===== src/rtl/proc_seq.sv =====
// proc_seq: multi-cycle instruction sequencer for a simple load/store core.
//
// Walks each instruction through FETCH, DECODE, EXE, MEM and WB, latches the
// fetched word, and decodes the memory strobes and write-back controls from
// the current stage and the latched opcode. Counts retired instructions.
//
// Build option:
//   PROC_SEQ_SKIP_MEM_EN  when defined, instructions that do not touch memory
//                         go EXE -> WB and skip the MEM stage.
//
// Ports:
//   CLK           clock, rising edge active
//   RST           asynchronous reset, active low
//   INSTRUCTION   word from the memory read port
//   STALL         memory not ready (only honoured in FETCH and MEM)
//   ZERO          ALU zero flag, used in WB for conditional branches
//   STATE         current stage (IDLE=0 FETCH=1 DECODE=2 EXE=3 MEM=4 WB=5)
//   INST_REG      latched current instruction
//   MEM_READ      memory read strobe
//   MEM_WRITE     memory write strobe
//   PC_LOAD       program counter update, one cycle per WB
//   RF_WRITE      register file write enable
//   BRANCH_TAKEN  conditional branch resolved taken
//   INST_DONE     retire pulse, one cycle per WB
//   RETIRED_CNT   retired instruction counter, wraps
//
// state  | meaning
// IDLE   | out of reset, waiting for the first edge
// FETCH  | reading instruction memory, holds while STALL
// DECODE | instruction latched, decoding
// EXE    | execute
// MEM    | data memory access, holds while STALL
// WB     | write-back, PC update and retire

module proc_seq #(
    parameter int DATA_WIDTH = 32,
    parameter int CNT_WIDTH  = 16
) (
    input  logic                  CLK,
    input  logic                  RST,
    input  logic [DATA_WIDTH-1:0] INSTRUCTION,
    input  logic                  STALL,
    input  logic                  ZERO,
    output logic [2:0]            STATE,
    output logic [DATA_WIDTH-1:0] INST_REG,
    output logic                  MEM_READ,
    output logic                  MEM_WRITE,
    output logic                  PC_LOAD,
    output logic                  RF_WRITE,
    output logic                  BRANCH_TAKEN,
    output logic                  INST_DONE,
    output logic [CNT_WIDTH-1:0]  RETIRED_CNT
);

    typedef enum logic [2:0] {
        S_IDLE   = 3'd0,
        S_FETCH  = 3'd1,
        S_DECODE = 3'd2,
        S_EXE    = 3'd3,
        S_MEM    = 3'd4,
        S_WB     = 3'd5
    } state_t;

    localparam logic [5:0] OP_RTYPE = 6'h00;
    localparam logic [5:0] OP_BEQ   = 6'h04;
    localparam logic [5:0] OP_BNE   = 6'h05;
    localparam logic [5:0] OP_LW    = 6'h23;
    localparam logic [5:0] OP_SW    = 6'h2b;
    localparam logic [5:0] OP_PUSH  = 6'h1b;
    localparam logic [5:0] OP_POP   = 6'h1c;
    localparam logic [5:0] FN_JR    = 6'h08;

    state_t                state;
    logic [DATA_WIDTH-1:0] inst_reg;
    logic [CNT_WIDTH-1:0]  retired_cnt;

    logic [5:0] opcode;
    logic [5:0] funct;
    logic       is_load;
    logic       is_store;
    logic       writes_rf;

    assign opcode   = inst_reg[DATA_WIDTH-1 -: 6];
    assign funct    = inst_reg[5:0];
    assign is_load  = (opcode == OP_LW) || (opcode == OP_POP);
    assign is_store = (opcode == OP_SW) || (opcode == OP_PUSH);

`ifdef PROC_SEQ_SKIP_MEM_EN
    logic is_mem;
    assign is_mem = is_load || is_store;
`endif

    always_comb begin
        writes_rf = 1'b0;
        case (opcode)
            OP_RTYPE: writes_rf = (funct != FN_JR);
            6'h08, 6'h1d, 6'h0c, 6'h0d, 6'h0f, 6'h0a, 6'h23, 6'h03, 6'h1c:
                writes_rf = 1'b1;
            default:  writes_rf = 1'b0;
        endcase
    end

    always_ff @(posedge CLK or negedge RST) begin
        if (!RST) begin
            state       <= S_IDLE;
            inst_reg    <= '0;
            retired_cnt <= '0;
        end else begin
            case (state)
                S_IDLE:   state <= S_FETCH;
                S_FETCH: begin
                    if (!STALL) begin
                        inst_reg <= INSTRUCTION;
                        state    <= S_DECODE;
                    end
                end
                S_DECODE: state <= S_EXE;
`ifdef PROC_SEQ_SKIP_MEM_EN
                S_EXE:    state <= is_mem ? S_MEM : S_WB;
`else
                S_EXE:    state <= S_MEM;
`endif
                S_MEM: begin
                    if (!STALL) state <= S_WB;
                end
                S_WB: begin
                    retired_cnt <= retired_cnt + 1'b1;
                    state       <= S_FETCH;
                end
                default:  state <= S_IDLE;
            endcase
        end
    end

    // Decoded straight from the stage register so strobes line up with STATE.
    assign STATE        = state;
    assign INST_REG     = inst_reg;
    assign RETIRED_CNT  = retired_cnt;
    assign MEM_READ     = (state == S_FETCH) || ((state == S_MEM) && is_load);
    assign MEM_WRITE    = (state == S_MEM) && is_store;
    assign PC_LOAD      = (state == S_WB);
    assign INST_DONE    = (state == S_WB);
    assign RF_WRITE     = (state == S_WB) && writes_rf;
    assign BRANCH_TAKEN = (state == S_WB) &&
                          (((opcode == OP_BEQ) && ZERO) || ((opcode == OP_BNE) && !ZERO));

endmodule

===== config.mk =====
export PLATFORM = sky130hd
export DESIGN_NAME = proc_seq
export DESIGN_NICKNAME = d
export VERILOG_FILES = /design/src/rtl/proc_seq.sv
export SDC_FILE = /design/constraint.sdc
export NUM_CORES = 1
export LEC_CHECK = 0
export CAP_MARGIN = 20
export CORE_UTILIZATION = 46
export DETAILED_ROUTE_END_ITERATION = 8
export PLACE_DENSITY_LB_ADDON = 0.08
export SLEW_MARGIN = 20
export SYNTH_ARGS = -nofsm -noshare
export SYNTH_HDL_FRONTEND = slang
export SYNTH_SLANG_ARGS = --single-unit
export TNS_END_PERCENT = 20

===== constraint.sdc =====
create_clock -name CLK -period 3.43 [get_ports CLK]
set_input_delay 0.686 -clock CLK [delete_from_list [all_inputs] [get_ports CLK]]
set_output_delay 0.686 -clock CLK [all_outputs]
set_load 0.01 [all_outputs]

==> impl_metrics.ini <==
[timing]
finalSetupViolations = 0
setup-tns-final_ns = 0
tightest_slew_ns = 0.615
fmaxAchievable_mhz = 341
clock_skew_ns = 0.00264
finalHoldViolations = 0
min_period_ns = 2.93
period_share_pct = 85.5
rsz0062_at_grt = false
slew_headroom_pct = 59.0
setup_ws_ns = 0.497
slew_viol_final = 0

[cts]
clk-insertion-delay-late_ns = 0.30
clkSinkCount = 51
post_cts_buffers = 0
cts_tree = yes
ctsHtreeMaxLevel = 2
clockRootBuffer = clkbuf_8
cts_buffers = 5
postCtsResizedCells = 0
hold_buffers = 0
cts.clk_slew.worst_paths_ns = 0.09
clockBufferDepth = 2

[drt]
routed_wl_um = 4660
first_iter_violations = 60
vias = 1625
drtAntennaViolNets = 0
drtPass1Iterations = 4
vias_per_cell = 4.94
wire_per_inst_um = 14.2
drcViolationCount = 0

[logic_synthesis]
ys_warn_count = 0
syn_nets = 203
yosysSeqAreaShare_pct = 56.5
syn_area_um2 = 2260
ys_seq_elements = 51
syn_inst = 166
yosysUniqueCellTypes = 37
avgSynthCellArea_um2 = 13.6

[critical_path]
crit_chain = or4b_1, o311ai_1, o221a_2, nor2_1, clkdlybuf4s50_1
crit_path_end_kind = output pin
critPathKind = reg -> out
cp-start-kind = flip-flop
crit_arrival_ns = 2.25
required_ns = 2.74
critical-path-slowest-cell = or4b_1
critPathMaxStageDelay_ns = 0.53
worst-path-max-fanout = 3

[layout]
final_cell_mix = 91 x clkdlybuf4s50_1, 51 x dfrtp_1, 31 x mux2_2, 12 x nand2_1, 12 x xnor2_1
num_antenna_cells = 0
area_delta_synth_final_pct = 46.5
layout_commonest_cell = clkdlybuf4s50_1
nets = 298
drive_above_1_share_pct = 18.7
multi_input_area_um2 = 918
fin_cells = 329
ff_latch_area_um2 = 1280
fill_cells = 346
fin_util_pct = 70.0

[floorplan]
coreArea_um2 = 4720
die_x_um = 72.1
core.rowCount = 25
start_util_pct = 47.8
dieArea_um2 = 5190
die_y_um = 72.1
num_io_pins = 93

[power]
pwr_density_cell_nw_per_um2 = 784
power.total_mw = 2.59
peakVddDrop_v = 0.000487
p_leak_nw = 1.40

[grt]
grt_antenna_before_repair = 0
grt_max_degree = 33
grt_use_total_pct = 19.3
overflow = 0
grt_pass1_vias = 1629
grt_pass1_wl_um = 7580

[placement]
placedCellCount = 321
place_ws_ns = 0.681
hpwl_um = 3390
gpl.final_weighted_congestion = 0.728
port_buffers = 92

[run_status]
status = completed

[run]
drv_cap = 0

[hold_path]
hold_class = in -> async
critical path: cells and delay by family, from the launching register on:
kind	cells	cell delay (ns)
and+or+nand+nor	2	0.57
DFF	1	0.39
buffers and inverters	1	0.47
AOI/OAI and AO/OA	2	0.51
cells by family after synthesis:
logic type / count (synthesis) / share of synthesized area, %
compound gates: 6 / 2.05
simple gates: 49 / 14.7
xor+xnor: 17 / 6.93
flops: 51 / 56.5
mux: 33 / 16.4
fa+ha+maj: 1 / 0.554
buf+inv: 9 / 2.77
layout make-up:
cell class	count	area share [%]
flip-flops and latches	51	38.6
multi-input cells	106	27.8
repair buffers	94	28.2
clock buffers	6	2.20
clock inverters	2	0.379
inverters	3	0.341
well taps	67	2.54
power breakdown:
group | leakage [nW] | switching [mW] | internal (mW)
clock network | 0.0412 | 0.194 | 0.143
logic | 0.721 | 0.430 | 0.753
registers | 0.633 | 0.234 | 0.836
per-stage QoR:
step	instance area (um2)	hold WS [ns]
floorplan	2260	0.390
detailed placement	3220	0.471
CTS	3310	0.406
global route	3310	0.429
finish	3310	0.387
global placement	3220	0.461
flip-flops by register name (all words and copies together) (netlist names):
register	cells
INST_REG	32
RETIRED_CNT	16
STATE	3
path summary, 6_finish.rpt:
check	startpoint	end	slack (ns)	cells after the start
min in group CLK	RETIRED_CNT[15]	RETIRED_CNT[15]	0.48	1
max	INST_REG[1]	RF_WRITE	0.50	5
max reg2reg	STATE[1]	INST_REG[20]	1.66	4
min	RST	STATE[2]	0.39	1
min reg2reg	RETIRED_CNT[15]	RETIRED_CNT[15]	0.48	1
max in group asynchronous	RST	INST_REG[14]	2.29	2
cell usage after synthesis (all sizes together):
master	n	area [um2]
a21oi	2	10.0
and3	1	6.26
and4	4	37.5
and4b	1	10.0
buf	5	46.3
clkbuf	1	5.00
dfrtp	51	1280
ha	1	12.5
inv	3	11.3
mux2	32	360
mux2i	1	10.0
nand2	12	45.0
nand2b	2	12.5
nand3	4	20.0
nand3b	3	35.0
nand4	3	18.8
nor2	6	22.5
nor3	4	53.8
nor4	2	12.5
nor4b	3	26.3
nor4bb	1	10.0
o21bai	1	7.51
o221a	1	11.3
o221ai	1	8.76
o311ai	1	8.76
or2	1	6.26
or3	1	6.26
or4b	1	10.0
xnor2	12	105
xor2	5	51.3
per-layer routing:
layer  GRT usage [%]  vias to the layer above  share of wire [%]
li1                -                      779                  -
met1            23.4                      781                 43
met2            30.8                       59                 48
met3            8.61                        6                8.2
met4            6.54                        0                1.3
met5               0                        -                  0
Note: power is estimated with default switching activity, not from simulation.
